**src/rtl/switch_bounce_emulator.sv**
```systemverilog
// Mechanical switch emulator: turns a clean level command into a bouncing
// contact waveform with LFSR-driven glitch widths, then holds the final level.
module switch_bounce_emulator #(
    parameter int          G          = 2,
    parameter int          SETTLE_CYC = 16,
    parameter logic [7:0]  SEED       = 8'hA5
) (
    input  logic       clk,
    input  logic       reset,
    input  logic       cmd_valid,
    input  logic       cmd_level,
    input  logic [3:0] bounce_num,
    output logic       cmd_ready,
    output logic       sw_out,
    output logic       busy,
    output logic       done
);

    localparam int HW = $clog2(SETTLE_CYC) + 1;

    typedef enum logic [1:0] {
        IDLE   = 2'd0,
        BOUNCE = 2'd1,
        SETTLE = 2'd2
    } state_e;

    state_e        state_q, state_d;
    logic [7:0]    lfsr_q, lfsr_d;
    logic [G:0]    seg_q, seg_d;
    logic [4:0]    rem_q, rem_d;
    logic [HW-1:0] hold_q, hold_d;
    logic          sw_q, sw_d;
    logic          done_q, done_d;

    logic [G:0]    seg_load;
    logic [HW-1:0] hold_load;

    // Taps 8,6,5,4 of x^8+x^6+x^5+x^4+1; free-running in every state.
    assign lfsr_d    = {lfsr_q[6:0], lfsr_q[7] ^ lfsr_q[5] ^ lfsr_q[4] ^ lfsr_q[3]};
    assign seg_load  = (G+1)'(lfsr_q[G-1:0]) + (G+1)'(1);
    assign hold_load = HW'(SETTLE_CYC);

    always_comb begin
        // NOTE: every next-state signal gets a default first so no path leaves it unassigned (no latch).
        state_d = state_q;
        seg_d   = seg_q;
        rem_d   = rem_q;
        hold_d  = hold_q;
        sw_d    = sw_q;
        done_d  = 1'b0;

        unique case (state_q)
            IDLE: begin
                if (cmd_valid) begin
                    if (cmd_level == sw_q) begin
                        state_d = SETTLE;
                        hold_d  = hold_load;
                    end else if (bounce_num == 4'd0) begin
                        sw_d    = cmd_level;
                        state_d = SETTLE;
                        hold_d  = hold_load;
                    end else begin
                        sw_d    = cmd_level;
                        rem_d   = {bounce_num, 1'b0};
                        seg_d   = seg_load;
                        state_d = BOUNCE;
                    end
                end
            end
            BOUNCE: begin
                if (seg_q > (G+1)'(1)) begin
                    seg_d = seg_q - (G+1)'(1);
                end else begin
                    // rem is even on entry, so the last toggle lands on the commanded level.
                    sw_d  = ~sw_q;
                    rem_d = rem_q - 5'd1;
                    seg_d = seg_load;
                    if (rem_q == 5'd1) begin
                        state_d = SETTLE;
                        hold_d  = hold_load;
                    end
                end
            end
            SETTLE: begin
                hold_d = hold_q - HW'(1);
                if (hold_q == HW'(1)) begin
                    state_d = IDLE;
                    done_d  = 1'b1;
                end
            end
            default: state_d = IDLE;
        endcase
    end

    always_ff @(posedge clk or negedge reset) begin
        if (!reset) begin
            // NOTE: sequential state uses non-blocking assignments so all registers update together.
            state_q <= IDLE;
            lfsr_q  <= SEED;
            seg_q   <= '0;
            rem_q   <= '0;
            hold_q  <= '0;
            sw_q    <= 1'b0;
            done_q  <= 1'b0;
        end else begin
            state_q <= state_d;
            lfsr_q  <= lfsr_d;
            seg_q   <= seg_d;
            rem_q   <= rem_d;
            hold_q  <= hold_d;
            sw_q    <= sw_d;
            done_q  <= done_d;
        end
    end

    assign cmd_ready = (state_q == IDLE);
    assign busy      = (state_q != IDLE);
    assign sw_out    = sw_q;
    assign done      = done_q;

endmodule

```
**config.mk**
```make
export PLATFORM = sky130hd
export DESIGN_NAME = switch_bounce_emulator
export DESIGN_NICKNAME = d
export VERILOG_FILES = /design/src/rtl/switch_bounce_emulator.sv
export SDC_FILE = /design/constraint.sdc
export NUM_CORES = 1
export LEC_CHECK = 0
export CAP_MARGIN = 25
export CORE_MARGIN = 5
export CORE_UTILIZATION = 34
export DETAILED_ROUTE_END_ITERATION = 7
export PLACE_DENSITY_LB_ADDON = 0.3
export SLEW_MARGIN = 5
export SYNTH_ARGS = -nofsm -noshare
export SYNTH_HDL_FRONTEND = slang
export SYNTH_SLANG_ARGS = --single-unit
```
**constraint.sdc**
```tcl
create_clock -name clk -period 5 [get_ports clk]
set_clock_uncertainty 0.15 [all_clocks]
set_input_delay 1 -clock clk [delete_from_list [all_inputs] [get_ports clk]]
set_output_delay 1 -clock clk [all_outputs]
set_load 0.01 [all_outputs]
```
==> flow_metrics.py, run 1 <==
metrics = {
    "clock_network": {
        "numCtsBuffers": 3,
        "clockBufferDepth": 2,
        "path_clk_slew_ns": 0.09,
        "cts_resized": 0,
        "htree_num_levels": 1,
        "clk_latency_ns": 0.27,
        "clkSinkCount": 25,
        "cts_tree": "yes",
        "hold_buffers": 0,
        "cts_root_buffer": "clkbuf_8",
        "cts_setup_buffers": 0,
    },
    "grt": {
        "grt_pass1_vias": 1008,
        "grt_max_degree": 16,
        "globalRouteTotalUtil_pct": 11.3,
        "antenna_found_initial": 0,
        "grt_overflow": 0,
        "grt_first_pass_wirelength_mm": 4.73,
    },
    "layout": {
        "stdcell_area_mm2": 0.00156,
        "final_cells": 191,
        "multi_input_area_um2": 643,
        "fin_util_pct": 39.6,
        "synthToLayoutAreaGrowth_pct": 14.5,
        "final_nets": 157,
        "num_antenna_cells": 0,
        "regArea_um2": 631,
        "drive_gt1_share_pct": 11.3,
        "nFillCells": 388,
    },
    "power_and_ir_drop": {
        "peakVddDrop_mv": 0.268,
        "switching_share_pct": 40.0,
        "p_per_area_mw_per_mm2": 532,
        "seqPwrFrac_pct": 40.3,
        "power.total_uw": 832,
        "clockPowerShare_pct": 14.9,
        "p_int_uw": 499,
        "pwr-share-comb_pct": 44.8,
        "leakage_nw": 0.679,
        "switchingPower_uw": 333,
    },
    "yosys": {
        "synthSimpleGateAreaFrac_pct": 16.9,
        "synth_top_family_by_area": "compound AO/OA/AOI/OAI gates",
        "yosysUniqueCellTypes": 48,
        "ys.flop_type": "dfrtp_1",
        "synth_fa_ha_area_share_pct": 6.42,
        "synth_compound_area_share_pct": 18.5,
        "synth_edf_count": 0,
        "synthDominantCellAreaShare_pct": 38.5,
        "synth_most_common_cell": "dfrtp_1",
        "syn_avg_cell_area_um2": 10.4,
        "ys_ff_latch": 25,
        "synthArstFlopShare_pct": 100,
        "yosysWarnings": 0,
        "synthXorXnorAreaFrac_pct": 3.85,
        "syn-num-nets": 146,
        "synth_commonest_cells": "dfrtp_1 (21), inv_1 (14), ha_1 (7)",
        "synthTopCellsByArea": "dfrtp_1 (38%), dfstp_2 (7.7%), ha_1 (6.4%)",
        "syn_inst": 131,
        "netlist_area_mm2": 0.00137,
        "yosysSeqAreaShare_pct": 46.2,
        "synthMuxAreaShare_pct": 1.47,
        "yosysTopAreaCell": "dfrtp_1",
    },
    "routing": {
        "drc_errors": 0,
        "ant_nets": 0,
        "wl_mm": 2.76,
        "viasPerCell": 5.37,
        "firstDrtPassIters": 4,
        "drt_iter0_drc": 22,
        "wl_per_cell_um": 14.5,
        "vias": 1025,
    },
    "placement": {
        "dp_cells": 187,
        "place_ws_ns": 1.88,
        "place_hpwl_mm": 2.03,
        "dpl_cell_area_mm2": 0.00151,
        "place_congestion": 0.835,
        "portBuffers": 11,
    },
    "sta": {
        "slew_viol_final": 0,
        "setup_violations": 0,
        "timing.final.ws_setup_ns": 2.16,
        "rsz0062_at_grt": "false",
        "finalSetupTns_ns": 0,
        "finalHoldViolCount": 0,
        "max_freq_mhz": 352,
        "max_slew_margin_pct": 62.6,
        "worst_slew_pin_slew_ns": 0.559,
        "timing.final.crit_share_pct": 56.8,
        "timing.final.crit_period_ns": 2.84,
        "worst_hold_slack_ns": 0.211,
    },
    "floorplan": {
        "die-area_mm2": 0.00538,
        "core_mm2": 0.00394,
        "fp.dieW_um": 73.4,
        "io_pins": 12,
        "start_util_pct": 34.6,
        "num_rows": 23,
        "die_h_um": 73.4,
    },
    "outcome": {
        "status": "finished, final reports clean",
    },
    "run": {
        "drv_cap": 0,
    },
    "setup_path": {
        "r2r_start": "rem_q[1]$_DFFE_PN0P_",
        "arrival_ns": 2.86,
        "slowest_delay_ns": 0.57,
        "path_cells": "clkdlybuf4s50_1 > or4_4 > a41oi_1 > o21ba_2 > a221oi_1",
        "worstPathMaxFanout": 6,
        "crit_buf_inv": 1,
        "cp-end-kind": "flip-flop",
        "crit_path_top_delay_cell": "or4_4",
        "required_ns": 5.02,
        "r2r_end": "hold_q[2]$_DFFE_PN0P_",
        "cp-start-kind": "input port",
        "r2r_cells": 6,
        "crit_type": "input port to flip-flop",
        "cp_top_family": "compound AO/OA/AOI/OAI gates",
        "r2r_setup_slack_ns": 2.60,
    },
    "worst_hold_path": {
        "hp-class": "flip-flop to flip-flop",
        "hold_path_startpoint": "lfsr_q[6]$_DFF_PN0_",
        "whs_path_depth": 0,
        "min_to": "lfsr_q[7]$_DFF_PN1_",
    },
}
## cell type report
cell class | instances | area share [%]
clock buffer | 3 | 2.64
clock inverter | 1 | 0.480
tap | 50 | 4.00
sequential | 25 | 40.4
multi-input combinational | 86 | 41.2
timing repair buffer | 12 | 8.01
inverter | 14 | 3.36
## logic make-up after synthesis
group | Yosys count
adder cells (fa/ha/maj) | 7
AO/OA/AOI/OAI | 34
multiplexers | 2
buffers and inverters | 20
AND/OR/NAND/NOR | 37
flip-flops | 25
XOR/XNOR | 6
## worst max path at each step
stage | from | end | slack (ns) | depth (start not counted)
after global routing | bounce_num[2] | seg_q[2]$_DFFE_PN0P_ | 2.09 | 5
after global placement | bounce_num[2] | seg_q[2]$_DFFE_PN0P_ | 1.92 | 5
after CTS | bounce_num[2] | seg_q[2]$_DFFE_PN0P_ | 2.16 | 5
after floorplan | bounce_num[2] | seg_q[2]$_DFFE_PN0P_ | 2.45 | 4
after detailed placement | bounce_num[2] | seg_q[2]$_DFFE_PN0P_ | 1.88 | 5
final | bounce_num[2] | seg_q[2]$_DFFE_PN0P_ | 2.16 | 5
## per-layer routing
metal  global-route usage, %  wire length, um  vias to the layer above
met5                       0                0                        -
met4                    4.83               57                        0
met3                    2.33               84                        4
met2                    17.8             1280                       12
met1                    15.1             1330                      507
li1                        -                -                      502
## power by group through the flow
stage          logic, mW  clock network, mW  registers, mW
2_1_floorplan      0.314                  0          0.301
3_3_place_gp       0.359                  0          0.334
3_5_place_dp       0.373                  0          0.336
4_1_cts            0.375              0.131          0.333
5_1_grt            0.420              0.141          0.346
6_report           0.373              0.124          0.335
## layout by cell type (no fill, tap or decap), types with 3 or more instances in the layout
cell,count
dfrtp_1,21
inv_1,14
clkdlybuf4s50_1,11
ha_1,7
nor2_1,5
nand2_1,5
o21ai_0,5
xnor2_1,4
nand2b_1,4
dfstp_2,4
nand3_1,3
or4_1,3
nor3b_1,3
a21oi_1,3
o22ai_1,3
a31oi_1,3
clkbuf_8,3
## flip-flops by register name, indices dropped and copies added, names as in the netlist
| register | flops |
|---|---|
| lfsr_q | 8 |
| hold_q | 5 |
| rem_q | 5 |
| seg_q | 3 |
| state_q | 2 |
| done | 1 |
| sw_out | 1 |
No activity file was read; power rests on OpenSTA's default activity.
==> run 2, diff against run 1 <==
Clock period 5 ns to 2.7 ns, I/O delays scaled along.
==> run 2 against run 1 <==
Net effect:
- setup slack worse by 1.8 ns
- combinational power rose by 88%
- worst hold slack improved by 0.0041 ns
- via count increased by 3.1%
- critical path depth unchanged
- sequential share of layout area unchanged
- die area unchanged
- count of clock-buffer cells in the layout did not move
- wire length down 1.4%
- sequential power rose by 87%
- final cell count increased by 0.52%
- critical path type is now flip-flop to flip-flop
- critical endpoint is now rem_q[4]$_DFFE_PN0P_
==> flow_metrics.py, run 2 (synthesis results as in run 1) <==
metrics = {
    "layout": {
        "top_register": "lfsr_q",
        "mostFrequentLayoutCells": "dfrtp_1 (21), inv_1 (14), clkdlybuf4s50_1 (11), ha_1 (7)",
        "largest_reg_flops": 8,
        "synthToLayoutAreaGrowth_pct": 14.5,
        "num_antenna_cells": 0,
        "drive_gt1_share_pct": 12.0,
        "final_common_cell": "dfrtp_1",
        "reg_top3": "lfsr_q (8), hold_q (5), rem_q (5)",
        "final_nets": 158,
    },
    "sta": {
        "finalSetupTns_ns": 0,
        "slew_viol_final": 0,
        "setup_violations": 0,
        "rsz0062_at_grt": "false",
        "finalHoldViolCount": 0,
        "timing.final.crit_period_ns": 2.38,
        "worst_hold_slack_ns": 0.215,
        "timing.final.crit_share_pct": 88.2,
        "max_freq_mhz": 420,
        "worst_slew_pin_slew_ns": 0.451,
        "max_slew_margin_pct": 69.8,
    },
    "setup_path": {
        "r2r_cells": 5,
        "slowest_delay_ns": 0.59,
        "required_ns": 2.73,
        "cp_top_family": "simple AND/OR/NAND/NOR gates",
        "crit_path_top_delay_cell": "or4b_1",
        "arrival_ns": 2.41,
        "cp-start-kind": "flip-flop",
        "crit_type": "flip-flop to flip-flop",
        "crit_buf_inv": 0,
        "cp-end-kind": "flip-flop",
        "path_cells": "ha_1 > o21ba_2 > or4b_1 > or4_1 > o211ai_1",
        "worstPathMaxFanout": 9,
        "crit_cells": 5,
    },
    "routing": {
        "wl_mm": 2.72,
        "viasPerCell": 5.51,
        "drt_iter0_drc": 51,
        "drc_errors": 0,
        "ant_nets": 0,
        "vias": 1057,
        "firstDrtPassIters": 5,
        "wl_per_cell_um": 14.2,
    },
    "floorplan": {
        "num_rows": 23,
        "fp.dieW_um": 73.4,
        "die_h_um": 73.4,
        "start_util_pct": 34.6,
        "die-area_mm2": 0.00538,
        "io_pins": 12,
        "core_mm2": 0.00394,
    },
    "run": {
        "drv_cap": 0,
    },
    "grt": {
        "globalRouteTotalUtil_pct": 11.1,
        "antenna_found_initial": 0,
        "grt_pass1_vias": 980,
        "grt_first_pass_wirelength_mm": 4.65,
        "grt_overflow": 0,
        "grt_max_degree": 26,
    },
    "clock_network": {
        "htree_num_levels": 1,
        "clockBufferDepth": 2,
        "hold_buffers": 0,
        "cts_resized": 0,
        "cts_setup_buffers": 0,
        "path_clk_slew_ns": 0.09,
        "clk_latency_ns": 0.27,
        "cts_root_buffer": "clkbuf_8",
        "cts_tree": "yes",
        "numCtsBuffers": 3,
        "clkSinkCount": 25,
    },
    "power_and_ir_drop": {
        "p_per_area_mw_per_mm2": 995,
        "peakVddDrop_mv": 0.374,
        "leakage_nw": 0.681,
    },
    "worst_hold_path": {
        "hp-class": "flip-flop to flip-flop",
        "whs_path_depth": 0,
    },
    "placement": {
        "portBuffers": 11,
        "place_congestion": 0.807,
        "place_hpwl_mm": 1.94,
    },
    "outcome": {
        "status": "finished, final reports clean",
    },
}
[run 2: routing by layer]
metal | routed length [um] | part of all wire [%] | vias up | track usage, %
li1 | - | - | 502 | -
met1 | 1230 | 45 | 508 | 15.6
met2 | 1290 | 47 | 38 | 16.7
met3 | 137 | 5.0 | 9 | 2.33
met4 | 64 | 2.4 | 0 | 4.23
met5 | 0 | 0 | - | 0
[run 2: where the power goes]
| part | leakage, nW | internal [mW] | switching, mW |
|---|---|---|---|
| Sequential | 0.306 | 0.474 | 0.151 |
| Combinational | 0.354 | 0.355 | 0.348 |
| Clock | 0.0217 | 0.105 | 0.122 |
[run 2: worst reg2reg max path, stage by stage, from the launching register on]
cell,delay [ns]
dfrtp_1,0.49
ha_1,0.24
o21ba_2,0.23
or4b_1,0.59
or4_1,0.46
o211ai_1,0.12
[run 2: final timing paths]
check,slack (ns),endpoint,from
worst min register to register,0.22,lfsr_q[7]$_DFF_PN1_,lfsr_q[6]$_DFF_PN0_
worst min-delay path,0.22,lfsr_q[7]$_DFF_PN1_,lfsr_q[6]$_DFF_PN0_
worst max-delay path,0.32,rem_q[4]$_DFFE_PN0P_,seg_q[0]$_DFFE_PN0P_
worst max register to register,0.32,rem_q[4]$_DFFE_PN0P_,seg_q[0]$_DFFE_PN0P_
max in group asynchronous,1.63,lfsr_q[0]$_DFF_PN1_,reset
min in group asynchronous,0.48,hold_q[2]$_DFFE_PN0P_,reset
[run 2: stage by stage]
step / area (um^2) / worst slack (ns) / power [mW] / std cells / util (%)
final: 1560 / 0.320 / 1.55 / 192 / 39.6
after CTS: 1560 / 0.319 / 1.56 / 192 / 39.6
after detailed placement: 1510 / 0.115 / 1.32 / 188 / 38.4
after global routing: 1560 / 0.222 / 1.69 / 192 / 39.6
after global placement: 1510 / 0.150 / 1.29 / 188 / 38.4
after floorplan: 1370 / 0.452 / 1.14 / 131 / -
[run 2: area by class of cell]
class                      instances  area [um^2]
timing repair buffer              13          125
inverter                          14         52.6
clock buffer                       3         41.3
clock inverter                     1         7.51
multi-input combinational         86          643
tap                               50         62.6
sequential                        25          631
fill                             385         2380
==> run 3, diff against run 2 <==
Settings changed: REMOVE_ABC_BUFFERS set to 1, TNS_END_PERCENT set to 100.
==> run 3 against run 2 <==
Net effect:
- first-iteration DRC count shrank 22%
- utilization fell by 0.063 points
- power is essentially flat
- global-route usage decreased by 0.54 points
- sequential cell count is the same
- wire length shrank 0.15%
- critical endpoint is now hold_q[2]$_DFFE_PN0P_
- largest cell class unchanged
==> flow_metrics.py, run 3 (synthesis results as in run 1) <==
metrics = {
    "sta": {
        "max_slew_margin_pct": 69.1,
        "finalSetupTns_ns": 0,
        "slew_viol_final": 0,
        "timing.final.crit_share_pct": 89.4,
        "max_freq_mhz": 414,
        "rsz0062_at_grt": "false",
        "finalHoldViolCount": 0,
        "setup_violations": 0,
        "timing.final.crit_period_ns": 2.41,
        "worst_slew_pin_slew_ns": 0.463,
    },
    "run": {
        "drv_cap": 0,
    },
    "routing": {
        "firstDrtPassIters": 4,
        "wl_per_cell_um": 14.2,
        "vias": 1046,
        "drc_errors": 0,
        "viasPerCell": 5.45,
        "wl_mm": 2.72,
        "ant_nets": 0,
        "drt_iter0_drc": 40,
    },
    "layout": {
        "regArea_um2": 631,
        "synthToLayoutAreaGrowth_pct": 14.3,
        "drive_gt1_share_pct": 12.0,
        "nFillCells": 384,
        "final_cells": 192,
        "largest_reg_flops": 8,
        "multi_input_area_um2": 643,
        "fin_util_pct": 39.6,
        "reg_top3": "lfsr_q (8), hold_q (5), rem_q (5)",
        "num_antenna_cells": 0,
        "final_nets": 158,
        "mostFrequentLayoutCells": "dfrtp_1 (21), inv_1 (14), clkdlybuf4s50_1 (11), ha_1 (7)",
        "top_register": "lfsr_q",
        "final_common_cell": "dfrtp_1",
    },
    "clock_network": {
        "cts_root_buffer": "clkbuf_8",
        "cts_setup_buffers": 0,
        "clockBufferDepth": 2,
        "numCtsBuffers": 3,
        "clkSinkCount": 25,
        "hold_buffers": 0,
        "htree_num_levels": 1,
        "cts_tree": "yes",
        "cts_resized": 0,
        "clk_latency_ns": 0.27,
        "path_clk_slew_ns": 0.09,
    },
    "floorplan": {
        "core_mm2": 0.00394,
        "die_h_um": 73.4,
        "num_rows": 23,
        "die-area_mm2": 0.00538,
        "start_util_pct": 34.6,
        "io_pins": 12,
        "fp.dieW_um": 73.4,
    },
    "grt": {
        "grt_overflow": 0,
        "grt_pass1_vias": 1006,
        "grt_max_degree": 26,
        "antenna_found_initial": 0,
        "grt_first_pass_wirelength_mm": 4.52,
        "globalRouteTotalUtil_pct": 10.6,
    },
    "outcome": {
        "status": "finished, final reports clean",
    },
    "setup_path": {
        "cp-start-kind": "flip-flop",
        "cp-end-kind": "flip-flop",
        "r2r_setup_slack_ns": 0.29,
        "worstPathMaxFanout": 4,
        "required_ns": 2.71,
        "crit_type": "flip-flop to flip-flop",
        "arrival_ns": 2.42,
    },
    "worst_hold_path": {
        "hp-class": "flip-flop to flip-flop",
    },
    "power_and_ir_drop": {
        "peakVddDrop_mv": 0.396,
        "power.total_mw": 1.55,
        "leakage_nw": 0.685,
        "p_per_area_mw_per_mm2": 996,
    },
    "placement": {
        "dp_cells": 188,
        "portBuffers": 11,
        "place_hpwl_mm": 1.98,
        "place_congestion": 0.850,
    },
}
run 3: changes by cell type in the layout (fill, tap and decap cells not counted):
| cell | change |
|---|---|
| clkinvlp_4 | -1 |
| clkinv_2 | +1 |
run 3: power by group:
| part | internal, mW | total [mW] | switching [mW] | leakage [nW] |
|---|---|---|---|---|
| registers | 0.474 | 0.620 | 0.147 | 0.306 |
| clock network | 0.103 | 0.223 | 0.120 | 0.0255 |
| logic | 0.357 | 0.711 | 0.354 | 0.354 |
| total | 0.934 | 1.55 | 0.620 | 0.685 |
run 3: layer usage:
metal	wire length, um	track usage, %
met3	99	1.50
met5	0	0
met4	48	4.23
met1	1240	13.5
met2	1320	17.9
run 3: metrics by stage:
stage / setup slack, ns / area, um^2 / hold slack, ns
global placement: 0.157 / 1510 / 0.190
global route: 0.210 / 1560 / 0.235
finish: 0.287 / 1560 / 0.212
detailed placement: 0.114 / 1510 / 0.193
floorplan: 0.452 / 1330 / 0.0944
CTS: 0.313 / 1560 / 0.216
run 3: final cells by class:
type	instances	area share, %
multi-input combinational	86	41.2
sequential	25	40.4
timing repair buffer	13	8.02
tap	50	4.01
inverter	14	3.37
clock buffer	3	2.65
clock inverter	1	0.321
run 3: worst paths after layout:
path / start / to / cells after the start
worst max-delay path: rem_q[1]$_DFFE_PN0P_ / hold_q[2]$_DFFE_PN0P_ / 6
worst min-delay path: lfsr_q[6]$_DFF_PN0_ / lfsr_q[7]$_DFF_PN1_ / 0
worst max register to register: rem_q[1]$_DFFE_PN0P_ / hold_q[2]$_DFFE_PN0P_ / 6
worst min register to register: lfsr_q[6]$_DFF_PN0_ / lfsr_q[7]$_DFF_PN1_ / 0
max in group asynchronous: reset / lfsr_q[2]$_DFF_PN1_ / 2
min in group asynchronous: reset / hold_q[4]$_DFFE_PN0P_ / 2
run 3: worst max-delay path: stages, from the launching register on:
cell     delay, ns
dfrtp_1       0.41
inv_1         0.11
ha_1          0.14
or4b_4        0.46
or4_1         0.41
a22o_1        0.30
a211o_1       0.31
